### src/rtl/uart_tx_arb.sv
// uart_tx_arb: round-robin arbiter that shares one UART transmitter among N_REQ requesters.
// Accepts one byte at a time, strobes the transmitter, follows tx_busy, then holds off for a fixed gap.
module uart_tx_arb #(
  parameter int N_REQ      = 4,
  parameter int GAP_CYCLES = 16,
  parameter int START_TO   = 4,
  localparam int ID_W      = (N_REQ > 1) ? $clog2(N_REQ) : 1
) (
  input  logic               tx_clk,
  input  logic               rst_n,
  input  logic [N_REQ-1:0]   req_valid,
  input  logic [8*N_REQ-1:0] req_data,
  output logic [N_REQ-1:0]   req_ready,
  output logic [7:0]         tx_data,
  output logic               tx_start,
  input  logic               tx_busy,
  output logic [ID_W-1:0]    grant_id,
  output logic               active,
  output logic               start_err
);

  // state     | meaning
  // IDLE      | searching for a valid requester from ptr upward
  // LOAD      | tx_start strobe, byte already on tx_data
  // WAIT_BUSY | waiting up to START_TO cycles for tx_busy to rise
  // SHIFT     | transmitter is shifting the frame
  // GAP       | forced idle time before the next acceptance
  typedef enum logic [2:0] {
    IDLE      = 3'd0,
    LOAD      = 3'd1,
    WAIT_BUSY = 3'd2,
    SHIFT     = 3'd3,
    GAP       = 3'd4
  } state_t;

  localparam int         SUM_W    = ID_W + 1;
  localparam logic [3:0] TO_LAST  = 4'(START_TO - 1);
  localparam logic [7:0] GAP_LAST = 8'(GAP_CYCLES - 1);

  state_t            state;
  state_t            state_nxt;
  logic [ID_W-1:0]   ptr;
  logic [ID_W-1:0]   ptr_nxt;
  logic [3:0]        to_cnt;
  logic [7:0]        gap_cnt;
  logic [ID_W-1:0]   win_id;
  logic              win_found;
  logic [SUM_W-1:0]  scan_sum;
  logic [ID_W-1:0]   scan_idx;
  logic              accept;
  logic              to_hit;

  // Scan from the highest offset down so the lowest offset from ptr wins.
  always_comb begin
    win_id    = '0;
    win_found = 1'b0;
    scan_sum  = '0;
    scan_idx  = '0;
    for (int k = N_REQ - 1; k >= 0; k--) begin
      scan_sum = {1'b0, ptr} + SUM_W'(k);
      if (scan_sum >= SUM_W'(N_REQ)) begin
        scan_sum = scan_sum - SUM_W'(N_REQ);
      end
      scan_idx = scan_sum[ID_W-1:0];
      if (req_valid[scan_idx]) begin
        win_id    = scan_idx;
        win_found = 1'b1;
      end
    end
  end

  assign ptr_nxt = (win_id == ID_W'(N_REQ - 1)) ? '0 : win_id + 1'b1;
  assign accept  = (state == IDLE) && win_found;
  assign to_hit  = (state == WAIT_BUSY) && !tx_busy && (to_cnt == TO_LAST);

  always_comb begin
    state_nxt = state;
    unique case (state)
      IDLE:      if (win_found) state_nxt = LOAD;
      LOAD:      state_nxt = WAIT_BUSY;
      WAIT_BUSY: begin
        if (tx_busy) begin
          state_nxt = SHIFT;
        end else if (to_cnt == TO_LAST) begin
          state_nxt = GAP;
        end
      end
      SHIFT:     if (!tx_busy) state_nxt = GAP;
      GAP:       if (gap_cnt == GAP_LAST) state_nxt = IDLE;
      default:   state_nxt = IDLE;
    endcase
  end

  // Gate with rst_n so nothing is handed over while the block is held in reset.
  assign req_ready = (rst_n && accept) ? ({{(N_REQ-1){1'b0}}, 1'b1} << win_id) : '0;
  assign active    = (state != IDLE);

  always_ff @(posedge tx_clk) begin
    if (!rst_n) begin
      state     <= IDLE;
      tx_start  <= 1'b0;
      start_err <= 1'b0;
    end else begin
      state     <= state_nxt;
      tx_start  <= accept;
      start_err <= to_hit;
    end
  end

  always_ff @(posedge tx_clk) begin
    if (!rst_n) begin
      ptr      <= '0;
      tx_data  <= 8'h00;
      grant_id <= '0;
    end else if (accept) begin
      ptr      <= ptr_nxt;
      tx_data  <= req_data[8*win_id +: 8];
      grant_id <= win_id;
    end
  end

  // Both counters are held at zero outside their own state, so entry always starts from zero.
  always_ff @(posedge tx_clk) begin
    if (!rst_n) begin
      to_cnt  <= '0;
      gap_cnt <= '0;
    end else begin
      if (state != WAIT_BUSY) begin
        to_cnt <= '0;
      end else if (!tx_busy) begin
        to_cnt <= to_cnt + 1'b1;
      end
      if (state != GAP) begin
        gap_cnt <= '0;
      end else begin
        gap_cnt <= gap_cnt + 1'b1;
      end
    end
  end

endmodule

### config.mk
export PLATFORM = sky130hd
export DESIGN_NAME = uart_tx_arb
export DESIGN_NICKNAME = d
export VERILOG_FILES = /design/src/rtl/uart_tx_arb.sv
export SDC_FILE = /design/constraint.sdc
export NUM_CORES = 1
export LEC_CHECK = 0
export CORE_UTILIZATION = 47
export DETAILED_ROUTE_END_ITERATION = 7
export GPL_TIMING_DRIVEN = 0
export PLACE_DENSITY_LB_ADDON = 0.2
export SYNTH_ARGS = -nofsm -noshare
export SYNTH_HDL_FRONTEND = slang
export SYNTH_SLANG_ARGS = --single-unit
### constraint.sdc
create_clock -name tx_clk -period 2.85 [get_ports tx_clk]
set_input_delay 0.285 -clock tx_clk [delete_from_list [all_inputs] [get_ports tx_clk]]
set_output_delay 0.285 -clock tx_clk [all_outputs]
set_load 0.005 [all_outputs]
# Yosys cells after proc, flatten, opt, wreduce, memory -nomap -nowiden
# Index checks and enable logic that the tools add are counted.
[classes]
addsub = 10
mul = 0
div_mod_pow = 0
n_lt_le_gt_ge = 8
eq_ne = 13
n_shift = 2
n_mux = 28
bitwise = 1
n_reduce_logical = 10
[op_table]
columns = ["operator", "count"]
rows = [
  ["32-bit by 6-bit variable part select with 8-bit output", 1],
  ["2-bit two-way mux", 9],
  ["3-bit two-way mux", 5],
  ["3-bit case mux with 5 select lines", 1],
  ["2-bit by 3-bit less-than comparator with 1-bit output, second input constant", 4],
  ["3-bit >= comparator, second input constant", 3],
  ["8-bit by 1-bit adder with 8-bit output, second input constant", 1],
  ["1-bit binary-select mux with 2-bit select", 4],
  ["8-bit by 4-bit == test with 1-bit output, second input constant", 1],
  ["1-bit two-way mux", 8],
  ["2-bit by 1-bit subtractor with 2-bit output, second input constant", 4],
  ["2-bit by 2-bit adder with 3-bit output, second input constant", 2],
  ["3-bit by 2-bit == test with 1-bit output, second input constant", 2],
  ["2-bit != test, second input constant", 3],
  ["3-bit by 2-bit != test with 1-bit output, second input constant", 2],
  ["4-bit by 1-bit adder with 4-bit output, second input constant", 1],
  ["4-bit by 2-bit == test with 1-bit output, second input constant", 1],
  ["1-bit logical AND", 4],
  ["4-bit two-way mux", 1],
  ["4-bit AND reduction", 1],
  ["2-bit OR reduction", 2],
  ["1-bit by 2-bit << shifter with 4-bit output, first input constant", 1],
  ["2-bit by 1-bit adder with 3-bit output, second input constant", 1],
  ["3-bit by 1-bit == test with 1-bit output, second input constant", 1],
  ["9 further kinds", 9],
]
[totals]
register_bits = 29
latch_bits = 0
ram_bits = 0
mem_bits_ro = 0
inputBits = 39
wordCells = 80
mem_count = 0

# Logic depth before layout (Yosys ltp)
[logic_depth]
ltp_word = 12
depth_mapped = 7
depth_no_buf = 6

# Worst setup path before layout
# Ideal clock, no wire load.
[synth_timing]
kind = "flip-flop to output port"
start = "register ptr[0]"
end = "output req_ready[2]"
arrival_time_ps = 1407
t_required_ps = 2565
setup_slack_ps = 1158
path_stages_with_launch = 7
n_path_buf = 0
cell_sequence = "dfxtp_1 inv_1 a22o_1 a211oi_4 inv_2 ha_1 and3_1"
[synth_via]
elab_chain_cells = 12
elab_cells_between_ends = 35
classes_between = "7 x add/sub; 4 x order compare; 1 x shift; 21 x mux; 2 x reduce/logical"
[synth_rtl]
columns = ["element", "line", "text"]
rows = [
  ["start, declared", "42", "logic [ID_W-1:0] ptr;"],
  ["start signal, assigned", "116", "ptr <= ptr_nxt;"],
  ["2-bit by 2-bit adder with 3-bit output", "60", "scan_sum = {1'b0, ptr} + SUM_W'(k);"],
  ["3-bit >= comparator / 2-bit by 1-bit subtractor with 2-bit output (equally long branches)", "61, 62", ""],
  ["2-bit two-way mux", "61", "if (scan_sum >= SUM_W'(N_REQ)) begin"],
  ["1-bit binary-select mux with 2-bit select", "65", "if (req_valid[scan_idx]) begin"],
  ["1-bit two-way mux (not written as such)", "65", ""],
  ["1-bit two-way mux (4 in series)", "65", ""],
  ["1-bit logical AND", "73", "assign accept = (state == IDLE) && win_found;"],
  ["1-bit logical AND", "95", "assign req_ready = (rst_n && accept) ? ({{(N_REQ-1){1'b0}}, 1'b1} << win_id) : '0;"],
  ["4-bit two-way mux *", "95", ""],
  ["end, declared", "13", "output logic [N_REQ-1:0] req_ready,"],
]
# Every way passes the cells marked *; elsewhere a longest branch is shown, timed or not. The select of a mux whose other input is x is not followed.

# Worst setup path after layout
[layout_timing]
start = "input req_valid[3]"
end = "output req_ready[2]"
[layout_via]
elab_chain_cells = 9
elab_cells_between_ends = 20
classes_between = "1 x shift; 17 x mux; 2 x reduce/logical"
[layout_rtl]
columns = ["element", "line", "text"]
rows = [
  ["start, declared", "11", "input logic [N_REQ-1:0] req_valid,"],
  ["1-bit binary-select mux with 2-bit select", "65", ""],
  ["1-bit two-way mux (not written as such)", "65", ""],
  ["1-bit two-way mux (4 in series)", "65", ""],
  ["1-bit logical AND", "73", ""],
  ["1-bit logical AND", "95", ""],
  ["4-bit two-way mux *", "95", ""],
]
# Marked as above.

==> flow_metrics.tcl <==
set metrics [dict create \
    status "complete, but fails checks" \
    violations "design-rule violations" \
    ctsHoldBuffers 0 \
    cts_max_level 2 \
    final_cell_mix "55 x clkdlybuf4s50_1, 29 x dfxtp_1, 17 x mux2i_1" \
    timing.slew.headroom_pct 60.2 \
    min_from "gap_cnt[0]$_SDFF_PP0_" \
    drt_iter0_markers 55 \
    finalPower_mw 1.16 \
    cp_num_cells 8 \
    clock_latency_ns 0.32 \
    nets 265 \
    reg2reg_depth 6 \
    netlist_instances 154 \
    overflow 0 \
    postLayoutCoreUtil_pct 75.9 \
    ios 56 \
    fillCellCount 211 \
    die_w_um 58.0 \
    port_buffers 55 \
    p_per_area_nw_per_um2 536 \
    cap_viol_max_count 0 \
    cts_tree "yes" \
    fin_ws_ns 0.100 \
    crit_family "buffers and inverters" \
    slew_violations 0 \
    crit_path_max_incr_delay_ns 0.51 \
    drt-vias-per-instance 5.62 \
    grtUsageTotal_pct 24.1 \
    fin_area_um2 2160 \
    synth_seq_area_share_pct 39.4 \
    grt_pass1_vias 1430 \
    ys_types 39 \
    coreArea_um2 2850 \
    final-setup-viol-count 0 \
    required_ns 2.57 \
    antenna_found_initial 0 \
    period_minus_slack_ns 2.75 \
    synth_area_um2 1480 \
    yosys_warnings 0 \
    clkSlewWorstSetupHoldPaths_ns 0.09 \
    endpoint_kind "output pin" \
    layout-drive-gt1-share_pct 12.2 \
    final_common_cell "clkdlybuf4s50_1" \
    grt_start_max_net_pins 12 \
    critPathArrivalTime_ns 2.46 \
    critPathMaxFanout 6 \
    die_h_um 58.0 \
    leakagePower_nw 0.843 \
    antenna_cells 0 \
    cts_buffers 5 \
    area_growth_pct 46.7 \
    rows 19 \
    synth_nets 197 \
    skew_ns 0.00719 \
    final_antenna_net_count 0 \
    slowest_stage "clkdlybuf4s50_1" \
    cp-start-kind "primary input" \
    dr_total_vias 1421 \
    ir_drop_uv 342 \
    start_util_pct 51.7 \
    finalHoldViolations 0 \
    cp_common_cell "clkdlybuf4s50_1" \
    finalCritPeriodShare_pct 96.5 \
    rr_startpoint "state[0]$_SDFFE_PN0P_" \
    clkSinkCount 29 \
    grt_pass1_wl_mm 6.14 \
    worstSetupPathType "primary input to output pin" \
    routabilityCongestion 0.773 \
    ys_ff_latch 29 \
    rsz0062_at_grt "false" \
    avgSynthCellArea_um2 9.58 \
    dieArea_um2 3370 \
    drc_errors 2 \
    hold_path_class "flip-flop to flip-flop" \
    wl_per_cell_um 15.6 \
    routed_wl_mm 3.94 \
    startpoint "req_valid[3]" \
    crit_end "req_ready[2]" \
    setup-tns-final_ns 0 \
    rr_endpoint "tx_data[2]$_SDFFE_PN0P_" \
    ctsRootBufferMaster "clkbuf_4" \
    crit_buf_inv 4 \
    place_area_um2 2060 \
    fmax_ghz 0.364 \
    dpl.hpwl_mm 2.81 \
    first_pass_iters 8 \
    tightest_slew_ns 0.590 \
    clockBufferDepth 2 \
    crit_chain "clkdlybuf4s50_1, inv_1, a22o_1, a211oi_4, inv_2, ha_1, and3_1, clkdlybuf4s50_1" \
    pre_cts_ws_ns 0.0699 \
    r2r_setup_slack_ns 1.10 \
]
-- registers in the layout (all words and copies together) (netlist names) --
signal     flops
gap_cnt        8
tx_data        8
to_cnt         4
state          3
grant_id       2
ptr            2
start_err      1
tx_start       1
-- layer usage --
| layer | track usage [%] | vias to the layer above | wire, um |
|---|---|---|---|
| met5 | 0 | - | 0 |
| met2 | 43.3 | 41 | 2070 |
| met1 | 26.5 | 681 | 1560 |
| li1 | - | 688 | - |
| met3 | 6.25 | 11 | 191 |
| met4 | 10.9 | 0 | 116 |
-- per-stage QoR --
step	hold slack (ns)	std cells
final	0.462	253
after global routing	0.484	253
after CTS	0.470	247
after detailed placement	0.457	240
after global placement	0.428	240
after floorplan	0.418	154
-- repair_timing --
item / 4_1_cts / 5_1_grt
gates resized for setup: 0 / 0
endpoints found under the hold margin: 0 / 0
setup endpoints to repair: 0 / 3
setup buffers: 0 / 6
-- worst min-delay path by stage --
stage / endpoint / cells after the start
finish: gap_cnt[0]$_SDFF_PP0_ / 1
global route: gap_cnt[0]$_SDFF_PP0_ / 1
CTS: gap_cnt[0]$_SDFF_PP0_ / 1
detailed placement: gap_cnt[0]$_SDFF_PP0_ / 1
global placement: gap_cnt[0]$_SDFF_PP0_ / 1
floorplan: gap_cnt[0]$_SDFF_PP0_ / 1
-- final cells by class --
class	count	area, um2	area share (%)
multi-input cells	114	818	37.8
repair buffers	61	596	27.5
flip-flops and latches	29	581	26.8
clock buffers	7	55.1	2.54
plain buffers	5	53.8	2.49
well taps	31	38.8	1.79
inverters	6	22.5	1.04
-- worst register-to-register path, cell delays in order (launching register included) --
cell and delay [ns]:
dfxtp_1 0.34, nor2_1 0.26, o41ai_1 0.19, nor2_2 0.33, buf_4 0.21, nand3_4 0.12, o221ai_1 0.21
-- report_power, final --
group	internal [mW]	leakage, nW	switching, mW	total, mW
sequential	0.450	0.237	0.0322	0.482
combinational	0.239	0.575	0.183	0.422
clock	0.116	0.0314	0.140	0.256
total	0.806	0.843	0.355	1.16
-- cells by family after synthesis --
| family | count (synthesis) | share of synthesized area, % |
|---|---|---|
| AOI/OAI and AO/OA | 27 | 14.2 |
| xor gates and xnor gates | 8 | 4.75 |
| muxes | 17 | 11.5 |
| and+or+nand+nor | 58 | 21.6 |
| DFF | 29 | 39.4 |
| buffers and inverters | 11 | 5.17 |
| adders and majority gates | 4 | 3.39 |
-- cell usage after synthesis --
master | instances | area (um2)
a21boi_2 | 2 | 22.5
clkbuf_8 | 2 | 27.5
o41ai_1 | 1 | 8.76
a21boi_0 | 1 | 7.51
a211oi_4 | 1 | 20.0
ha_1 | 4 | 50.1
o211ai_1 | 1 | 7.51
nor3_1 | 2 | 10.0
a22o_1 | 1 | 8.76
buf_4 | 1 | 7.51
and2_1 | 1 | 6.26
inv_1 | 5 | 18.8
nand2b_1 | 2 | 12.5
nand3_1 | 12 | 60.1
and3_1 | 2 | 12.5
inv_2 | 1 | 3.75
or4_1 | 1 | 7.51
nor2_2 | 1 | 6.26
xnor2_1 | 3 | 26.3
and3b_1 | 1 | 8.76
nand3_4 | 2 | 35.0
mux2i_1 | 17 | 170
nand2_1 | 10 | 37.5
nand4b_1 | 1 | 8.76
a21oi_1 | 7 | 35.0
dfxtp_1 | 29 | 581
or2_1 | 1 | 6.26
nor3b_1 | 1 | 7.51
o221ai_1 | 8 | 70.1
o21ai_0 | 4 | 20.0
clkbuf_4 | 1 | 7.51
xor2_1 | 5 | 43.8
buf_6 | 1 | 11.3
nor2b_1 | 1 | 6.26
or2b_1 | 1 | 7.51
a21oi_2 | 1 | 8.76
nor2_1 | 15 | 56.3
or3_1 | 2 | 12.5
or3b_2 | 2 | 17.5
Power figures use the tool's default switching activity.
